===== src/rtl/ascon_pack.sv =====
// rtl/ascon_pack.sv - shared ASCON types: permutation state, tag width, tag reader FSM states
package ascon_pack;

    localparam int TAG_W = 128;

    // Word 0 is S0; the tag is built from S3 and S4.
    typedef logic [4:0][63:0] type_state;

    typedef enum logic [1:0] {
        ST_IDLE = 2'd0,
        ST_SEND = 2'd1,
        ST_DONE = 2'd2
    } tag_fsm_e;

endpackage


===== src/rtl/tag_reader.sv =====
// rtl/tag_reader.sv - captures {S3,S4} xor key as the tag, streams it MSB word first, optionally verifies it
module tag_reader
    import ascon_pack::*;
#(
    parameter int WORD_W = 32
) (
    input  logic              clock_i,
    input  logic              reset_i,
    input  logic              start_i,
    input  type_state         state_i,
    input  logic [127:0]      key_i,
    input  logic              verify_i,
    input  logic [127:0]      tag_ref_i,
    output logic [WORD_W-1:0] word_o,
    output logic              valid_o,
    input  logic              ready_i,
    output logic              busy_o,
    output logic              done_o,
    output logic              tag_ok_o
);

    localparam int         N_WORDS  = TAG_W / WORD_W;
    localparam logic [1:0] LAST_IDX = 2'(N_WORDS - 1);

    tag_fsm_e         state_q, state_d;
    logic [1:0]       idx_q, idx_d;
    logic [TAG_W-1:0] tag_q, tag_d;
    logic [TAG_W-1:0] ref_q, ref_d;
    logic             verify_q, verify_d;

    logic [TAG_W-1:0] tag_shifted;
    logic             unused_state;

    assign unused_state = ^{state_i[0], state_i[1], state_i[2]};

    always_comb begin
        state_d  = state_q;
        idx_d    = idx_q;
        tag_d    = tag_q;
        ref_d    = ref_q;
        verify_d = verify_q;
        case (state_q)
            ST_IDLE: begin
                // The only cycle in which the external state, key and reference are sampled.
                if (start_i) begin
                    tag_d    = {state_i[3], state_i[4]} ^ key_i;
                    ref_d    = tag_ref_i;
                    verify_d = verify_i;
                    idx_d    = 2'd0;
                    state_d  = ST_SEND;
                end
            end
            ST_SEND: begin
                if (ready_i) begin
                    if (idx_q == LAST_IDX) begin
                        idx_d   = 2'd0;
                        state_d = ST_DONE;
                    end else begin
                        idx_d = idx_q + 2'd1;
                    end
                end
            end
            ST_DONE: state_d = ST_IDLE;
            default: state_d = ST_IDLE;
        endcase
    end

    always_ff @(posedge clock_i) begin
        if (reset_i) begin
            state_q  <= ST_IDLE;
            idx_q    <= 2'd0;
            tag_q    <= '0;
            ref_q    <= '0;
            verify_q <= 1'b0;
        end else begin
            state_q  <= state_d;
            idx_q    <= idx_d;
            tag_q    <= tag_d;
            ref_q    <= ref_d;
            verify_q <= verify_d;
        end
    end

    // Shift the current word up to the MSB end so index 0 selects tag[127:128-WORD_W].
    assign tag_shifted = tag_q << (int'(idx_q) * WORD_W);

    assign valid_o  = (state_q == ST_SEND);
    assign word_o   = valid_o ? tag_shifted[TAG_W-1 -: WORD_W] : '0;
    assign busy_o   = (state_q != ST_IDLE);
    assign done_o   = (state_q == ST_DONE);
    assign tag_ok_o = done_o && verify_q && (tag_q == ref_q);

endmodule


===== config.mk =====
export PLATFORM = sky130hd
export DESIGN_NAME = tag_reader
export DESIGN_NICKNAME = d
export VERILOG_FILES = /design/src/rtl/ascon_pack.sv /design/src/rtl/tag_reader.sv
export SDC_FILE = /design/constraint.sdc
export NUM_CORES = 1
export LEC_CHECK = 0
export BUFFER_PORTS_ARGS = -buffer_cell sky130_fd_sc_hd__buf_2
export CORE_AREA = 2 2 240 242
export CTS_BUF_LIST = sky130_fd_sc_hd__clkbuf_8
export DETAILED_ROUTE_END_ITERATION = 7
export DIE_AREA = 0 0 242 244
export PLACE_DENSITY_LB_ADDON = 0.1
export RECOVER_POWER = 100
export SKIP_CTS_REPAIR_TIMING = 1
export SYNTH_ARGS = -nofsm -noshare
export SYNTH_HDL_FRONTEND = slang
export SYNTH_SLANG_ARGS = --single-unit

===== constraint.sdc =====
create_clock -name clock_i -period 2 [get_ports clock_i]
set_input_delay 0.6 -clock clock_i [delete_from_list [all_inputs] [get_ports clock_i]]
set_output_delay 0.6 -clock clock_i [all_outputs]
set_load 0.02 [all_outputs]

==> impl_metrics.env <==
export IMPL_coreArea_mm2=0.05617
export IMPL_setup_ws_ns=-1.283
export IMPL_hold_path_class="in2reg"
export IMPL_grt_max_degree=67
export IMPL_power_leakage_nw=7.815
export IMPL_drive_gt1_frac=0.4378
export IMPL_hpwlAfterDp_mm=45.33
export IMPL_ys_async_sr_fraction=0
export IMPL_grt_pass1_vias=12193
export IMPL_first_iter_violations=494
export IMPL_clockBufferDepth=3
export IMPL_violations="negative setup slack"
export IMPL_fill_cells=6023
export IMPL_crit_path_max_fanout=2
export IMPL_syn_area_per_cell_um2=9.167
export IMPL_synth_edff_count=0
export IMPL_grt_pass1_wl_mm=80.90
export IMPL_syn_area_mm2=0.01284
export IMPL_stdcell_count=2825
export IMPL_via_per_inst=4.296
export IMPL_rsz0062_at_grt="true"
export IMPL_ys_seq_area_frac=0.4069
export IMPL_cp_arrival_ns=2.68
export IMPL_stdcell_area_mm2=0.01916
export IMPL_synth_nets=1983
export IMPL_worst_pin_slew_ns=0.7285
export IMPL_yosys_warnings=0
export IMPL_fin_hold_ws_ns=0.2064
export IMPL_slew_viol_final=0
export IMPL_start_util=0.2286
export IMPL_required_ns=1.40
export IMPL_final_util=0.3412
export IMPL_timing_setup_tns_ns=-34.87
export IMPL_hold_start="tag_ref_i[89]"
export IMPL_gp_congestion=0.7911
export IMPL_period_needed_ns=3.283
export IMPL_placementRows=87
export IMPL_r2r_start="idx_q[1]"
export IMPL_final_nets=2610
export IMPL_endpoint_kind="output pin"
export IMPL_clkTransAtPathRegs_ns=0.06
export IMPL_cts_tree="done"
export IMPL_root_buffer="clkbuf_8"
export IMPL_ant_nets=0
export IMPL_overflow=0
export IMPL_vias=12135
export IMPL_die_h_um=244
export IMPL_syn_to_final_growth_pct=49.22
export IMPL_placed_area_mm2=0.01752
export IMPL_dieArea_mm2=0.05905
export IMPL_outcome="complete, but fails checks"
export IMPL_p_total_mw=14.79
export IMPL_clk_latency_ns=0.63
export IMPL_numCtsBuffers=50
export IMPL_port_buffers=424
export IMPL_track_usage=0.1884
export IMPL_place_ws_ns=-1.051
export IMPL_wl_per_cell_um=20.62
export IMPL_synth_cells=1401
export IMPL_drt_pass1_iter_count=5
export IMPL_ys_ff_latch=261
export IMPL_drv_cap=0
export IMPL_dp_cells=2720
export IMPL_fin_crit_sh=1.641
export IMPL_die_w_um=242
export IMPL_maxSlewHeadroom=0.5131
export IMPL_hold_viol_final=0
export IMPL_p_per_area_mw_per_mm2=771.9
export IMPL_max_freq_ghz=0.3046
export IMPL_synth_flop_cell="dfxtp_1"
export IMPL_critPathKind="reg2out"
export IMPL_cp_startpoint="ref_q[4]"
export IMPL_final_setup_viol_count=68
export IMPL_start_kind="flop"
export IMPL_finClkSkew_ns=0.02424
export IMPL_antenna_found_initial=11
export IMPL_htree_levels=2
export IMPL_cts_sinks=261
export IMPL_vdd_drop_max_v=0.0003929
export IMPL_yosysUniqueCellTypes=39
export IMPL_io_pins=617
export IMPL_routed_wl_mm=58.26
export IMPL_drc=0
## area by class of cell
cell class / count / area (µm²) / area share
Tap cell: 756 / 945.9 / 0.04936
Antenna cell: 4 / 10.01 / 0.0005223
Sequential cell: 261 / 5233 / 0.2730
Multi-Input combinational cell: 1028 / 7371 / 0.3846
Clock buffer: 61 / 839.6 / 0.04381
Clock inverter: 28 / 137.6 / 0.007182
Inverter: 15 / 56.30 / 0.002938
Timing Repair Buffer: 672 / 4571 / 0.2385
## state kept, by name, indices dropped and copies added, names as in the netlist
name and flops:
ref_q 128, tag_q 128, idx_q 2, state_q 2
verify_q 1
## cell usage in the layout (no fill, tap or decap), drive strengths merged, types with 12 or more instances in the layout
cell type    n
buf        662
nand2      263
dfxtp      261
xnor2      222
nor2       131
a21oi      130
a211oi     128
clkbuf      71
inv         39
nor2b       33
mux4        32
nand4       27
xor2        22
nor4        12
## layer usage
| metal | up-vias | wire (µm) | part of all wire | global-route usage |
|---|---|---|---|---|
| met4 | 10 | 1227 | 0.021 | 0.04993 |
| met3 | 80 | 3822 | 0.066 | 0.04291 |
| li1 | 6038 | - | - | - |
| met1 | 5627 | 27100 | 0.47 | 0.2577 |
| met2 | 380 | 26050 | 0.45 | 0.2981 |
| met5 | - | 57 | 0.00098 | 0 |
## cells in the mapped netlist, types with 8 or more instances
library cell | n | area, µm²
nor2b_1 | 33 | 206.5
inv_1 | 15 | 56.30
nor4_1 | 11 | 68.82
a21oi_1 | 130 | 650.6
nand4_1 | 27 | 168.9
nand2_1 | 263 | 987.2
a211oi_1 | 51 | 382.9
buf_4 | 28 | 210.2
xor2_1 | 22 | 192.7
nor2_1 | 130 | 488.0
xnor2_1 | 222 | 1944
mux4_2 | 32 | 720.7
clkbuf_1 | 40 | 150.1
dfxtp_1 | 261 | 5225
buf_6 | 8 | 90.09
a211oi_2 | 77 | 963.4
buf_2 | 17 | 85.08
## worst max-delay path, stage by stage (launching register included)
cell     delay [ns]
dfxtp_1        0.33
xnor2_2        0.29
nand4_1        0.23
nor4_1         0.38
nand4_1        0.29
nor4_4         0.33
buf_4          0.21
## kinds of logic (layout without fill, tap and decap cells)
group / Yosys count / in the layout / share of synthesized area
flops: 261 / 261 / 0.4069
buf+inv: 112 / 776 / 0.04813
mux: 32 / 32 / 0.05612
simple gates: 476 / 476 / 0.1561
compound gates: 275 / 275 / 0.1654
fa+ha+maj: 1 / 1 / 0.0009741
other cells: 0 / 4 / 0
xor+xnor: 244 / 244 / 0.1664
## worst paths after layout
kind                to  slack (ns)  depth (start not counted)
min reg2reg  ref_q[43]        0.46                          2
min          ref_q[89]        0.21                          3
max reg2reg   idx_q[1]       -0.12                          8
max           tag_ok_o       -1.28                          6
## power by group
part	internal (mW)	leakage, nW	switching [mW]
registers	5.58	2.15	0.301
clock network	2.86	0.589	2.44
logic	1.79	5.07	1.83
No activity file was read; power rests on OpenSTA's default activity.
